File: src/rtl/cpu_pkg.sv
// Shared CPU constants, fetch-state encoding and the IF/ID payload type.
package cpu_pkg;

  localparam logic [31:0] RESET_PC = 32'h0040_0000;
  localparam int unsigned IMEM_AW  = 11;

  localparam logic [1:0] FS_BOOT  = 2'd0;
  localparam logic [1:0] FS_RUN   = 2'd1;
  localparam logic [1:0] FS_FAULT = 2'd2;

  typedef enum logic [1:0] {
    ST_BOOT  = FS_BOOT,
    ST_RUN   = FS_RUN,
    ST_FAULT = FS_FAULT
  } fetch_state_e;

  typedef struct packed {
    logic        valid;
    logic [31:0] pc;
    logic [31:0] instr;
  } if_id_t;

endpackage

File: src/rtl/ifetch_addr_map.sv
// Byte address to memory word address, with misalignment and out-of-range detection.
module ifetch_addr_map #(
  parameter logic [31:0] BASE = 32'h0000_0000,
  parameter int unsigned AW   = 11
) (
  input  logic [31:0]   addr,
  output logic [AW-1:0] word_addr_c,
  output logic          bad_c
);

  logic [31:0] off;

  always_comb begin
    off         = addr - BASE;
    word_addr_c = off[AW+1:2];
    bad_c       = (off[1:0] != 2'b00) || (off[31:AW+2] != '0);
  end

endmodule

File: src/rtl/ifetch_unit.sv
// Instruction-fetch front end: PC, ROM addressing, IF/ID register, fault capture.
module ifetch_unit
  import cpu_pkg::*;
#(
  parameter logic [31:0] RESET_PC = cpu_pkg::RESET_PC,
  parameter int unsigned IMEM_AW  = cpu_pkg::IMEM_AW
) (
  input  logic               clk,
  input  logic               rst_n,
  output logic [IMEM_AW-1:0] imem_addr,
  input  logic [31:0]        imem_instr,
  input  logic               stall,
  input  logic               redirect_valid,
  input  logic [31:0]        redirect_pc,
  output logic [31:0]        pc,
  output logic [31:0]        if_id_instr,
  output logic [31:0]        if_id_pc,
  output logic               if_id_valid,
  output logic               fetch_fault,
  output logic [31:0]        fault_pc,
  output logic [31:0]        fetch_count
);

  fetch_state_e state_q, state_d;
  logic [31:0]  pc_q, pc_d;
  if_id_t       if_id_q, if_id_d;
  logic         fault_q, fault_d;
  logic [31:0]  fault_pc_q, fault_pc_d;
  logic [31:0]  count_q, count_d;
  logic         bad;

  ifetch_addr_map #(
    .BASE (RESET_PC),
    .AW   (IMEM_AW)
  ) u_addr_map (
    .addr        (pc_q),
    .word_addr_c (imem_addr),
    .bad_c       (bad)
  );

  // Next-state and next-register values; redirect outranks stall, stall outranks fault.
  always_comb begin
    state_d    = state_q;
    pc_d       = pc_q;
    if_id_d    = if_id_q;
    fault_d    = fault_q;
    fault_pc_d = fault_pc_q;
    count_d    = count_q;
    case (state_q)
      ST_BOOT: state_d = ST_RUN;
      ST_RUN: begin
        if (redirect_valid) begin
          pc_d          = redirect_pc;
          if_id_d.valid = 1'b0;
        end else if (stall) begin
          pc_d = pc_q;
        end else if (bad) begin
          fault_d       = 1'b1;
          fault_pc_d    = pc_q;
          if_id_d.valid = 1'b0;
          state_d       = ST_FAULT;
        end else begin
          if_id_d.instr = imem_instr;
          if_id_d.pc    = pc_q;
          if_id_d.valid = 1'b1;
          pc_d          = pc_q + 32'd4;
          count_d       = count_q + 32'd1;
        end
      end
      ST_FAULT: begin
        fault_d       = 1'b1;
        if_id_d.valid = 1'b0;
      end
      default: state_d = ST_BOOT;
    endcase
  end

  always_ff @(posedge clk or negedge rst_n) begin
    if (!rst_n) begin
      state_q    <= ST_BOOT;
      pc_q       <= RESET_PC;
      if_id_q    <= '0;
      fault_q    <= 1'b0;
      fault_pc_q <= '0;
      count_q    <= '0;
    end else begin
      state_q    <= state_d;
      pc_q       <= pc_d;
      if_id_q    <= if_id_d;
      fault_q    <= fault_d;
      fault_pc_q <= fault_pc_d;
      count_q    <= count_d;
    end
  end

  assign pc          = pc_q;
  assign if_id_instr = if_id_q.instr;
  assign if_id_pc    = if_id_q.pc;
  assign if_id_valid = if_id_q.valid;
  assign fetch_fault = fault_q;
  assign fault_pc    = fault_pc_q;
  assign fetch_count = count_q;

endmodule

File: config.mk
export PLATFORM = sky130hd
export DESIGN_NAME = ifetch_unit
export DESIGN_NICKNAME = d
export VERILOG_FILES = /design/src/rtl/cpu_pkg.sv /design/src/rtl/ifetch_addr_map.sv /design/src/rtl/ifetch_unit.sv
export SDC_FILE = /design/constraint.sdc
export NUM_CORES = 1
export LEC_CHECK = 0
export ABC_AREA = 1
export CAP_MARGIN = 20
export CORE_ASPECT_RATIO = 1.2
export CORE_MARGIN = 5
export CORE_UTILIZATION = 40
export DETAILED_ROUTE_END_ITERATION = 8
export PLACE_DENSITY = 0.78
export SLEW_MARGIN = 20
export SYNTH_ARGS = -nofsm -noshare
export SYNTH_HDL_FRONTEND = slang
export SYNTH_SLANG_ARGS = --single-unit
export TNS_END_PERCENT = 100
File: constraint.sdc
create_clock -name clk -period 2.28 [get_ports clk]
set_input_delay 0.456 -clock clk [delete_from_list [all_inputs] [get_ports clk]]
set_output_delay 0.456 -clock clk [all_outputs]
set_load 0.005 [all_outputs]
**After elaboration in Yosys (flattened, before gate mapping)**

Index checks and enable logic that the tools add are counted.

- Bitwise gates (word level): 4
- Reduce and logical (&&, ||, !) cells: 11
- Eq/ne operators: 8
- Add/subtract/negate cells: 3
- Muxes and demuxes: 16

Operators with widths:

| cell | number |
|---|---|
| $mux 32 | 3 |
| $mux 65 | 1 |
| $mux 64 | 1 |
| $add 32x1->32 const B | 1 |
| $add 32x3->32 const B | 1 |
| $sub 32x23->32 const B | 1 |
| $reduce_bool 19->1 | 1 |
| $reduce_and 4->1 | 4 |
| $ne 2x2->1 const B | 4 |
| $mux 2 | 3 |
| $pmux 2 s3 | 1 |
| $mux 1 | 5 |
| $not 1->1 | 4 |
| $pmux 1 s2 | 2 |
| $reduce_bool 2->1 | 2 |
| $ne 3x3->1 const B | 1 |
| $reduce_and 3->1 | 1 |
| $eq 2x1->1 const B | 1 |
| $eq 2x2->1 const B | 1 |
| $logic_not 2->1 | 1 |
| $ne 2x1->1 const B | 1 |
| $reduce_and 2->1 | 1 |
| $logic_or 1x1->1 | 1 |

- Bits in registers: 164
- Output and inout port bits: 173
- Word-level logic and storage cells: 50

**Logic depth before layout (Yosys ltp)**

Gate-level depths: netlist (run 1).

- Word-level depth: 7
- Gate-level depth with buffers: 14
- Mapped depth without buffers: 14

**Modules after synthesis**

From an unflattened synthesis (run 1), not the netlist that was laid out.

- Cells, all modules: 1080
- Area, all modules: 8200.4 um^2

Modules (own cells, without submodules):

| module | cells each | times used | area each (um^2) |
|---|---|---|---|
| ifetch_unit | 1041 | 1 | 8000.2 |
| ifetch_addr_map | 39 | 1 | 200.2 |

**Worst setup path before layout (run 1)**

OpenSTA, ideal clock, no wires.

- Path type: flip-flop to flip-flop
- Start point: register pc_q[22] (netlist: pc[22])
- End point: register count_q[21] (netlist: fetch_count[21])
- Cell stages (with the launch flop): 13
- Data arrival time: 1.950 ns
- Setup slack: 0.208 ns
- Buffers on the path: 0
- Period minus slack after synthesis: 2.072 ns
- Library setup time: 0.123 ns
- Required time: 2.157 ns
- Cells stage by stage: dfstp_2 inv_2 ha_1 inv_1 nor2_1 nand2_1 nor2_1 nand2_1 nor2_8 nand3_2 nor2_4 nand2_1 xor2_1

- Cells in the longest elaborated chain, start to end: 5

RTL lines:

| element | RTL line | RTL |
|---|---|---|
| from (decl) | ifetch_unit.sv:25 | `logic [31:0] pc_q, pc_d;` |
| from (signal assigned) | ifetch_unit.sv:88 | `pc_q <= pc_d;` |
| $sub 32x23->32 | ifetch_addr_map.sv:14 | `off = addr - BASE;` |
| $reduce_bool 19->1 | ifetch_addr_map.sv:16 | `bad_c = (off[1:0] != 2'b00) \|\| (off[31:AW+2] != '0);` |
| $logic_or 1x1->1 | ifetch_addr_map.sv:16 |  |
| $not 1->1 (no line) | n/a |  |
| $reduce_and 4->1 (no line) | n/a |  |
| to (signal assigned) | ifetch_unit.sv:92 | `count_q <= count_d;` |
| to (decl) | ifetch_unit.sv:29 | `logic [31:0] count_q, count_d;` |

No other way between the ends.
A chain may end at the register's enable or synchronous reset.

**Worst setup path in the final report (run 1)**

- Start point: register pc_q[22] (netlist: pc[22])
- End point: register count_q[30] (netlist: fetch_count[30])

The elaborated chain is that of the path after synthesis.

==> results of run 1 <==
## where the power goes
| group | switching [mW] | internal (mW) | leakage, nW |
|---|---|---|---|
| combinational | 1.50 | 1.63 | 2.97 |
| clock | 1.27 | 1.49 | 0.276 |
| sequential | 0.495 | 3.40 | 2.07 |
| total | 3.27 | 6.51 | 5.32 |
## timing repair
| action | 4_1_cts | 5_1_grt |
|---|---|---|
| resized for setup | 0 | 16 |
| hold endpoints to repair | 39 | 0 |
| endpoints found under the setup margin | 0 | 57 |
| setup buffers | 0 | 2 |
| hold buffers | 1 | 0 |
## cell usage in the layout, fill, tap and decap left out, drive strengths merged, types with 18 or more instances in the layout
cell,synthesis,layout
clkdlybuf4s50,0,239
inv,100,108
nand2,304,304
nand3,50,50
xor2,18,18
nor3,18,18
buf,34,37
nor2,108,108
dfrtp,163,163
o21ai,72,72
clkbuf,5,20
## stage by stage
stage | setup WS, ns | area [um^2]
2_1_floorplan | 0.208 | 7750
3_3_place_gp | 0.0848 | 10600
3_5_place_dp | 0.0277 | 10600
4_1_cts | 0.0564 | 11100
5_1_grt | -0.0768 | 11300
6_report | 0.105 | 11300
## registers in the layout (all words and copies together), names as in the netlist
| signal | flops |
|---|---|
| pc | 32 |
| fault_pc | 32 |
| fetch_count | 32 |
| if_id_valid | 1 |
| if_id_instr | 32 |
| state_q | 2 |
| if_id_pc | 32 |
| fetch_fault | 1 |
## final cells by class
type                       count  area (um^2)
tap                          256          320
clock buffer                  19          453
timing repair buffer         278         2810
clock inverter                13          113
sequential                   164         4110
inverter                     100          378
fill                        1691         7740
multi-input combinational    639         3070
## logic make-up after synthesis
kind of cell	share of synthesized area, %
buffers and inverters	8.25
muxes	0.129
xor gates and xnor gates	3.28
and+or+nand+nor	27.4
DFF	53.0
adders and majority gates	0.646
AOI/OAI and AO/OA	7.34
## per-layer routing
metal  track usage (%)  vias up  wire, um
met1              25.9     3361      9240
met3              5.62       74      2050
li1                  -     3479         -
met5                 0        -         0
met4              11.3        0      1070
met2              35.0      317     11500
## synth_stat cells (all sizes together)
cell | count | area (um^2)
ha | 4 | 50.1
a22oi | 1 | 7.51
buf | 34 | 245
xnor2 | 11 | 96.3
nand4 | 11 | 75.1
inv | 100 | 375
xor2 | 18 | 158
nor2 | 108 | 454
nor4 | 4 | 25.0
o31ai | 1 | 7.51
dfrtp | 163 | 4080
o22ai | 5 | 31.3
o21ai | 72 | 360
o221ai | 1 | 8.76
a21oi | 13 | 65.1
nor3 | 18 | 100
mux2i | 1 | 10.0
dfstp | 1 | 26.3
nand2 | 304 | 1160
or2 | 2 | 12.5
nand3 | 50 | 275
nand3b | 3 | 22.5
o211ai | 10 | 75.1
clkbuf | 5 | 18.8
a21boi | 1 | 7.51
a31oi | 1 | 6.26
## worst paths after layout
path,start,end,slack (ns),cells after the start
max,pc[22],fetch_count[30],0.11,14
min,if_id_pc[22],if_id_pc[22],0.48,1
max reg2reg,pc[22],fetch_count[30],0.11,14
min reg2reg,if_id_pc[22],if_id_pc[22],0.48,1
max in group asynchronous,rst_n,fetch_count[25],1.01,3
min in group asynchronous,rst_n,fault_pc[14],0.52,2
==> results.toml, run 1 <==
[grt]
antenna_found_initial = 0
grt_pass1_vias = 7175
grt_remaining_overflow = 0
track_usage_pct = 21.4
grt_max_degree = 52
grt_pass1_wl_um = 37700

[worst_setup_path]
crit_family = "simple AND/OR/NAND/NOR gates"
critical_path_arrival_ns = 2.50
cp-end-kind = "register"
required_ns = 2.61
critPathBufInv = 3
cpPeakStageDelay_ns = 0.54
path_max_fanout = 4
worstSetupStartpointType = "register"
critPathKind = "reg -> reg"
crit_top_cell = "nand2_1"
cpMaxStageDelayCell = "dfstp_2"
crit_chain = "inv_2 > ha_4 > inv_2 > nor2_2 > nand2_1 > nor2_2 > nand2_2 > nor2_8 > buf_6 > nand3_4 > nor3_4 > nand2_1 > nand2_1 > nand2_1"

[synth]
syn-num-nets = 1014
syn_inst = 942
ys_seq_elements = 164
ys_types = 39
syn_area_um2 = 7750
postSynthAreaPerCell_um2 = 8.23
yosysWarnings = 0
seq_area_frac_synth_pct = 53.0

[cells_and_area]
final_layout_size_suffix_gt1_share_pct = 8.74
synthToLayoutAreaGrowth_pct = 45.2
diodes = 0
final_core_util_pct = 59.2
finalNonFillerCells = 1469
finalNetCount = 1272

[cts]
cts_root_buf = "clkbuf_16"
ctsLongestPathBuffers = 2
path_clk_slew_ns = 0.07
cts.sinks = 164
cts_inserted_buffers = 17
cts_tree = "done"
htree_levels = 4
clk_latency_ns = 0.43

[sta]
max_freq_mhz = 460
worstMarginPinSlew_ns = 0.489
fin_tns_setup_ns = 0
period_minus_slack_ns = 2.17
slew_headroom_pct = 67.1
fin_crit_sh_pct = 95.4
finalSetupViolCount = 0
skew_ns = 0.00930
rsz0062_at_grt = "true"
slew_viol_final = 0
whs_ns = 0.481
report.final.hold_viol_count = 0

[die]
initial_core_util_pct = 40.8
io_pins = 241
coreArea_um2 = 19000
die-area_um2 = 22300
fp.dieW_um = 137
die_y_um = 162
fp-row-count = 55

[pwr]
power.density_nw_per_um2 = 870
cellLeakagePower_nw = 5.32
ir_worst_vdd_uv = 508
finalPower_mw = 9.79

[worst_hold_path]
hold_path_class = "reg -> reg"

[placed_design]
port_buffers = 240
placed_cells = 1433
gp_congestion = 0.913
hpwl_um = 17500

[route]
ant_nets = 0
wl_per_cell_um = 16.2
vias = 7231
drc = 0
totalWireLength_um = 23800
drt_iter0_drc = 493
post_drt_via_cell_ratio = 4.92
dr.pass1.iters = 5

[run]
maxCapViolations = 0

[run_status]
status = "completed"
Note: power is estimated with default switching activity, not from simulation.
==> inputs of run 2 (changes only) <==
- CORE_MARGIN: 5 -> 3
- clock period: 2.28 -> 2.7 ns (I/O delays scaled with it)
==> run 2 against run 1 <==
Count of clock-buffer cells in the layout shrank 2. Die area decreased by 5.3%. Via count fell by 1.0%. Final cell count decreased by 1.4%. Setup slack better by 0.18 ns. Critical path type unchanged. Largest power group unchanged.
==> results.toml, run 2 (synthesis gave the netlist of run 1 again) <==
[cts]
cts_tree = "done"
post_cts_buffers = 0
htree_levels = 4
cts_root_buf = "clkbuf_16"
cts_inserted_buffers = 17
clk_latency_ns = 0.42
cts_resized = 0
path_clk_slew_ns = 0.06
hold_buffers = 0
ctsLongestPathBuffers = 2
cts.sinks = 164

[placed_design]
port_buffers = 240
dpl_cell_area_um2 = 10400
hpwl_um = 16900
placed_cells = 1417
pre_cts_slack_ns = 0.298
gp_congestion = 0.901

[pwr]
finalPower_mw = 8.25
power.density_nw_per_um2 = 752
ir_worst_vdd_uv = 465
cellLeakagePower_nw = 5.19

[route]
vias = 7159
dr.pass1.iters = 5
drc = 0
drt_iter0_drc = 483
post_drt_via_cell_ratio = 4.94
wl_per_cell_um = 15.7
ant_nets = 0
totalWireLength_um = 22700

[worst_setup_path]
crit_cells = 13
path_max_fanout = 37
cpMaxStageDelayCell = "dfstp_2"
required_ns = 3.00
crit_chain = "inv_2 > ha_1 > inv_1 > nor2_1 > nand2_1 > nor2_1 > nand2_1 > nor2_8 > nand2_4 > buf_4 > nor2_4 > nand3_2 > xnor2_1"
critPathBufInv = 3
cpPeakStageDelay_ns = 0.59
crit_family = "simple AND/OR/NAND/NOR gates"
critical_path.startpoint = "pc[22]"
reg2reg_from = "pc[22]"
rr_endpoint = "fetch_count[13]"
reg2regPathDepth = 13
critPathKind = "reg -> reg"
worstSetupStartpointType = "register"
critical_path_arrival_ns = 2.72
cp-end-kind = "register"
reg2reg_setup_slack_ns = 0.28

[grt]
met1_usage_pct = 26.1
grt_pass1_wl_um = 36400
antenna_found_initial = 0
use_met2_pct = 36.1
grt_use_met3_pct = 5.72
grt_remaining_overflow = 0
grt_pass1_vias = 7033
grt_busiest_layer = "met2"
track_usage_pct = 21.5
grt_max_degree = 67

[die]
fp.dieW_um = 133
fp-row-count = 55
die_y_um = 158
coreArea_um2 = 18900
initial_core_util_pct = 41.0
die-area_um2 = 21100
io_pins = 241

[run]
maxCapViolations = 0

[cells_and_area]
synthToLayoutAreaGrowth_pct = 41.5
final_area_um2 = 11000
finalNonFillerCells = 1448
layout_commonest_cell = "nand2_1"
diodes = 0
final_layout_size_suffix_gt1_share_pct = 6.46
register_area_um2 = 4110
finalNetCount = 1252
most-common-layout-cells = "nand2_1, clkdlybuf4s50_1, dfrtp_1"
fillers = 1641
multi_input_area_um2 = 3010

[sta]
rsz0062_at_grt = "false"
period_minus_slack_ns = 2.42
max_freq_mhz = 414
worstMarginPinSlew_ns = 0.686
slew_viol_final = 0
setup_ws_ns = 0.283
slew_headroom_pct = 53.8
skew_ns = 0.0107
fin_tns_setup_ns = 0
finalSetupViolCount = 0
fin_crit_sh_pct = 89.5
report.final.hold_viol_count = 0

[worst_hold_path]
hold_path_class = "in -> async"

[run_status]
status = "completed"
[run 2: cell types whose count changed in the layout (fill, tap and decap cells not counted), moves of 2 or more]
| cell | previous run | this run |
|---|---|---|
| nor2_2 | 6 | 4 |
| buf_12 | 8 | 2 |
| bufinv_16 | 0 | 3 |
| clkinv_2 | 1 | 3 |
| buf_4 | 27 | 16 |
| nand3_4 | 2 | 0 |
| nor2_1 | 97 | 100 |
| inv_8 | 2 | 0 |
| clkbuf_8 | 2 | 0 |
[run 2: worst max-delay path by stage]
stage	end
after CTS	fetch_count[13]
after floorplan	fetch_count[21]
after global routing	pc[10]
final	fetch_count[13]
after detailed placement	fetch_count[13]
after global placement	fetch_count[13]
[run 2: power breakdown]
| part | total [mW] | switching [mW] | leakage, nW | internal [mW] |
|---|---|---|---|---|
| clock network | 2.49 | 1.03 | 0.295 | 1.46 |
| logic | 2.41 | 1.15 | 2.82 | 1.26 |
| registers | 3.35 | 0.483 | 2.08 | 2.87 |
| total | 8.25 | 2.66 | 5.19 | 5.59 |
[run 2: worst reg2reg max path: cells and delay by family, from the launching register on]
kind / cells / cell delay, ns
AND/OR/NAND/NOR: 8 / 0.90
flip-flops: 1 / 0.59
buffers and inverters: 3 / 0.40
adder cells (fa/ha/maj): 1 / 0.28
XOR/XNOR: 1 / 0.13
[run 2: metrics by stage]
| step | util (%) | hold slack [ns] |
|---|---|---|
| detailed placement | 54.8 | 0.462 |
| CTS | 58.0 | 0.143 |
| global route | 58.0 | 0.158 |
| finish | 58.0 | 0.119 |
| global placement | 54.8 | 0.457 |
| floorplan | - | 0.244 |
[run 2: layer usage]
layer	part of all wire, %	vias up
li1	-	3438
met1	40	3373
met2	49	300
met3	7.5	48
met4	3.7	0
met5	0	-
[run 2: area by class of cell]
| class | count | share of cell area (%) |
|---|---|---|
| Clock buffer | 17 | 3.88 |
| Sequential cell | 164 | 37.4 |
| Inverter | 100 | 3.42 |
| Tap cell | 256 | 2.92 |
| Multi-Input combinational cell | 639 | 27.4 |
| Timing Repair Buffer | 258 | 23.4 |
| Clock inverter | 14 | 1.59 |
==> inputs of run 3 (changes only) <==
- CORE_MARGIN: 3 -> not set
==> run 3 against run 2 <==
Wire length down 2.9%. Setup slack better by 0.061 ns. Via count up 0.50%. Worst hold slack worse by 0.087 ns. Maximum frequency up 2.6%. Flip-flop and latch count unchanged. Largest cell class unchanged. Largest power group unchanged.
==> results.toml, run 3 (synthesis gave the netlist of run 1 again) <==
[run_status]
status = "completed"

[route]
drt_iter0_drc = 525
dr.pass1.iters = 5
highest_layer = "met4"
totalWireLength_um = 22000
ant_nets = 0
met2_length_um = 10700
drt-met1-wl_um = 8660
wl_per_cell_um = 15.2
drc = 0
vias = 7195
met3_wirelength_um = 1540
post_drt_via_cell_ratio = 4.97

[placed_design]
hpwl_um = 16600
placed_cells = 1416
gp_congestion = 0.910
port_buffers = 240
dpl_cell_area_um2 = 10400

[sta]
finalSetupViolCount = 0
fin_tns_setup_ns = 0
skew_ns = 0.0142
report.final.hold_viol_count = 0
whs_ns = 0.0328
fin_crit_sh_pct = 87.2
max_freq_mhz = 425
slew_viol_final = 0
rsz0062_at_grt = "false"
period_minus_slack_ns = 2.36
slew_headroom_pct = 52.6
worstMarginPinSlew_ns = 0.704

[cts]
post_cts_buffers = 0
ctsLongestPathBuffers = 2
clk_latency_ns = 0.43
cts_tree = "done"
cts_resized = 0
cts.sinks = 164
htree_levels = 4
path_clk_slew_ns = 0.07
cts_inserted_buffers = 17
cts_root_buf = "clkbuf_16"
hold_buffers = 0

[die]
initial_core_util_pct = 41.0
io_pins = 241
fp.dieW_um = 129
fp-row-count = 55
die-area_um2 = 19900
die_y_um = 154
coreArea_um2 = 18900

[run]
maxCapViolations = 0

[grt]
track_usage_pct = 23.2
grt_pass1_wl_um = 35500
grt_pass1_vias = 7057
grt_remaining_overflow = 0
grt_max_degree = 58
antenna_found_initial = 0

[worst_setup_path]
critical_path_arrival_ns = 2.71
worstSetupStartpointType = "register"
critPathKind = "reg -> reg"
cp-end-kind = "register"
path_max_fanout = 38
required_ns = 3.05

[cells_and_area]
final_layout_size_suffix_gt1_share_pct = 6.46
finalNonFillerCells = 1448
finalNetCount = 1251
synthToLayoutAreaGrowth_pct = 42.1
final_area_um2 = 11000
diodes = 0
most-common-layout-cells = "nand2_1, clkdlybuf4s50_1, dfrtp_1"
layout_commonest_cell = "nand2_1"

[pwr]
ir_worst_vdd_uv = 443
cellLeakagePower_nw = 5.21
p_switching_mw = 2.67
power.density_nw_per_um2 = 754
p_int_mw = 5.64
p_seq_share_pct = 40.3
combinationalPowerShare_pct = 28.7
swShare_pct = 32.1
clkPwrFrac_pct = 31.0

[worst_hold_path]
hold_path_class = "in -> async"
[run 3: changes by cell type in the layout (fill, tap and decap cells not counted), sizes merged]
cell / previous run / this run
inv: 106 / 107
clkinvlp: 1 / 0
buf: 19 / 18
clkbuf: 17 / 18
[run 3: area by class of cell]
class                      instances  area, um^2
clock buffer                      18         439
sequential                       164        4110
timing repair buffer             257        2580
inverter                         100         375
fill                            1664        7910
multi-input combinational        639        3010
tap                              256         320
clock inverter                    14         189
[run 3: per-layer routing]
layer	global-route usage (%)	up-vias
met5	0	-
met4	13.7	0
met3	5.22	77
met2	38.5	314
met1	27.2	3361
li1	-	3443
[run 3: critical path: stages (launching register included)]
cell and delay [ns]:
dfstp_2 0.60, inv_2 0.08, ha_1 0.28, inv_1 0.04
nor2_1 0.07, nand2_1 0.06, nor2_1 0.08, nand2_1 0.13
nor2_8 0.23, nand2_2 0.07, nand2_2 0.15, buf_12 0.21
o21ai_0 0.10, a22oi_1 0.15
[run 3: path summary, 6_finish.rpt]
check,slack [ns],from,cells after the start,endpoint
worst max-delay path,0.34,pc[22],13,pc[10]
worst min-delay path,0.03,rst_n,1,if_id_pc[27]
worst max register to register,0.34,pc[22],13,pc[10]
worst min register to register,0.48,if_id_pc[22],1,if_id_pc[22]
max in group asynchronous,1.97,rst_n,2,if_id_instr[7]
min in group clk,0.48,if_id_pc[22],1,if_id_pc[22]
[run 3: power by group through the flow]
stage	combinational, mW	sequential, mW	clock [mW]
after floorplan	1.01	3.29	0
after global placement	2.34	3.37	0
after detailed placement	2.39	3.38	0
after CTS	2.40	3.34	2.62
after global routing	2.65	3.40	2.72
final	2.39	3.34	2.57
[run 3: stage by stage]
step	worst slack [ns]	total power, mW	util, %
after global routing	0.109	8.77	58.2
after global placement	0.397	5.71	54.9
after CTS	0.336	8.36	58.2
final	0.344	8.30	58.2
after floorplan	0.628	4.31	-
after detailed placement	0.345	5.77	54.9
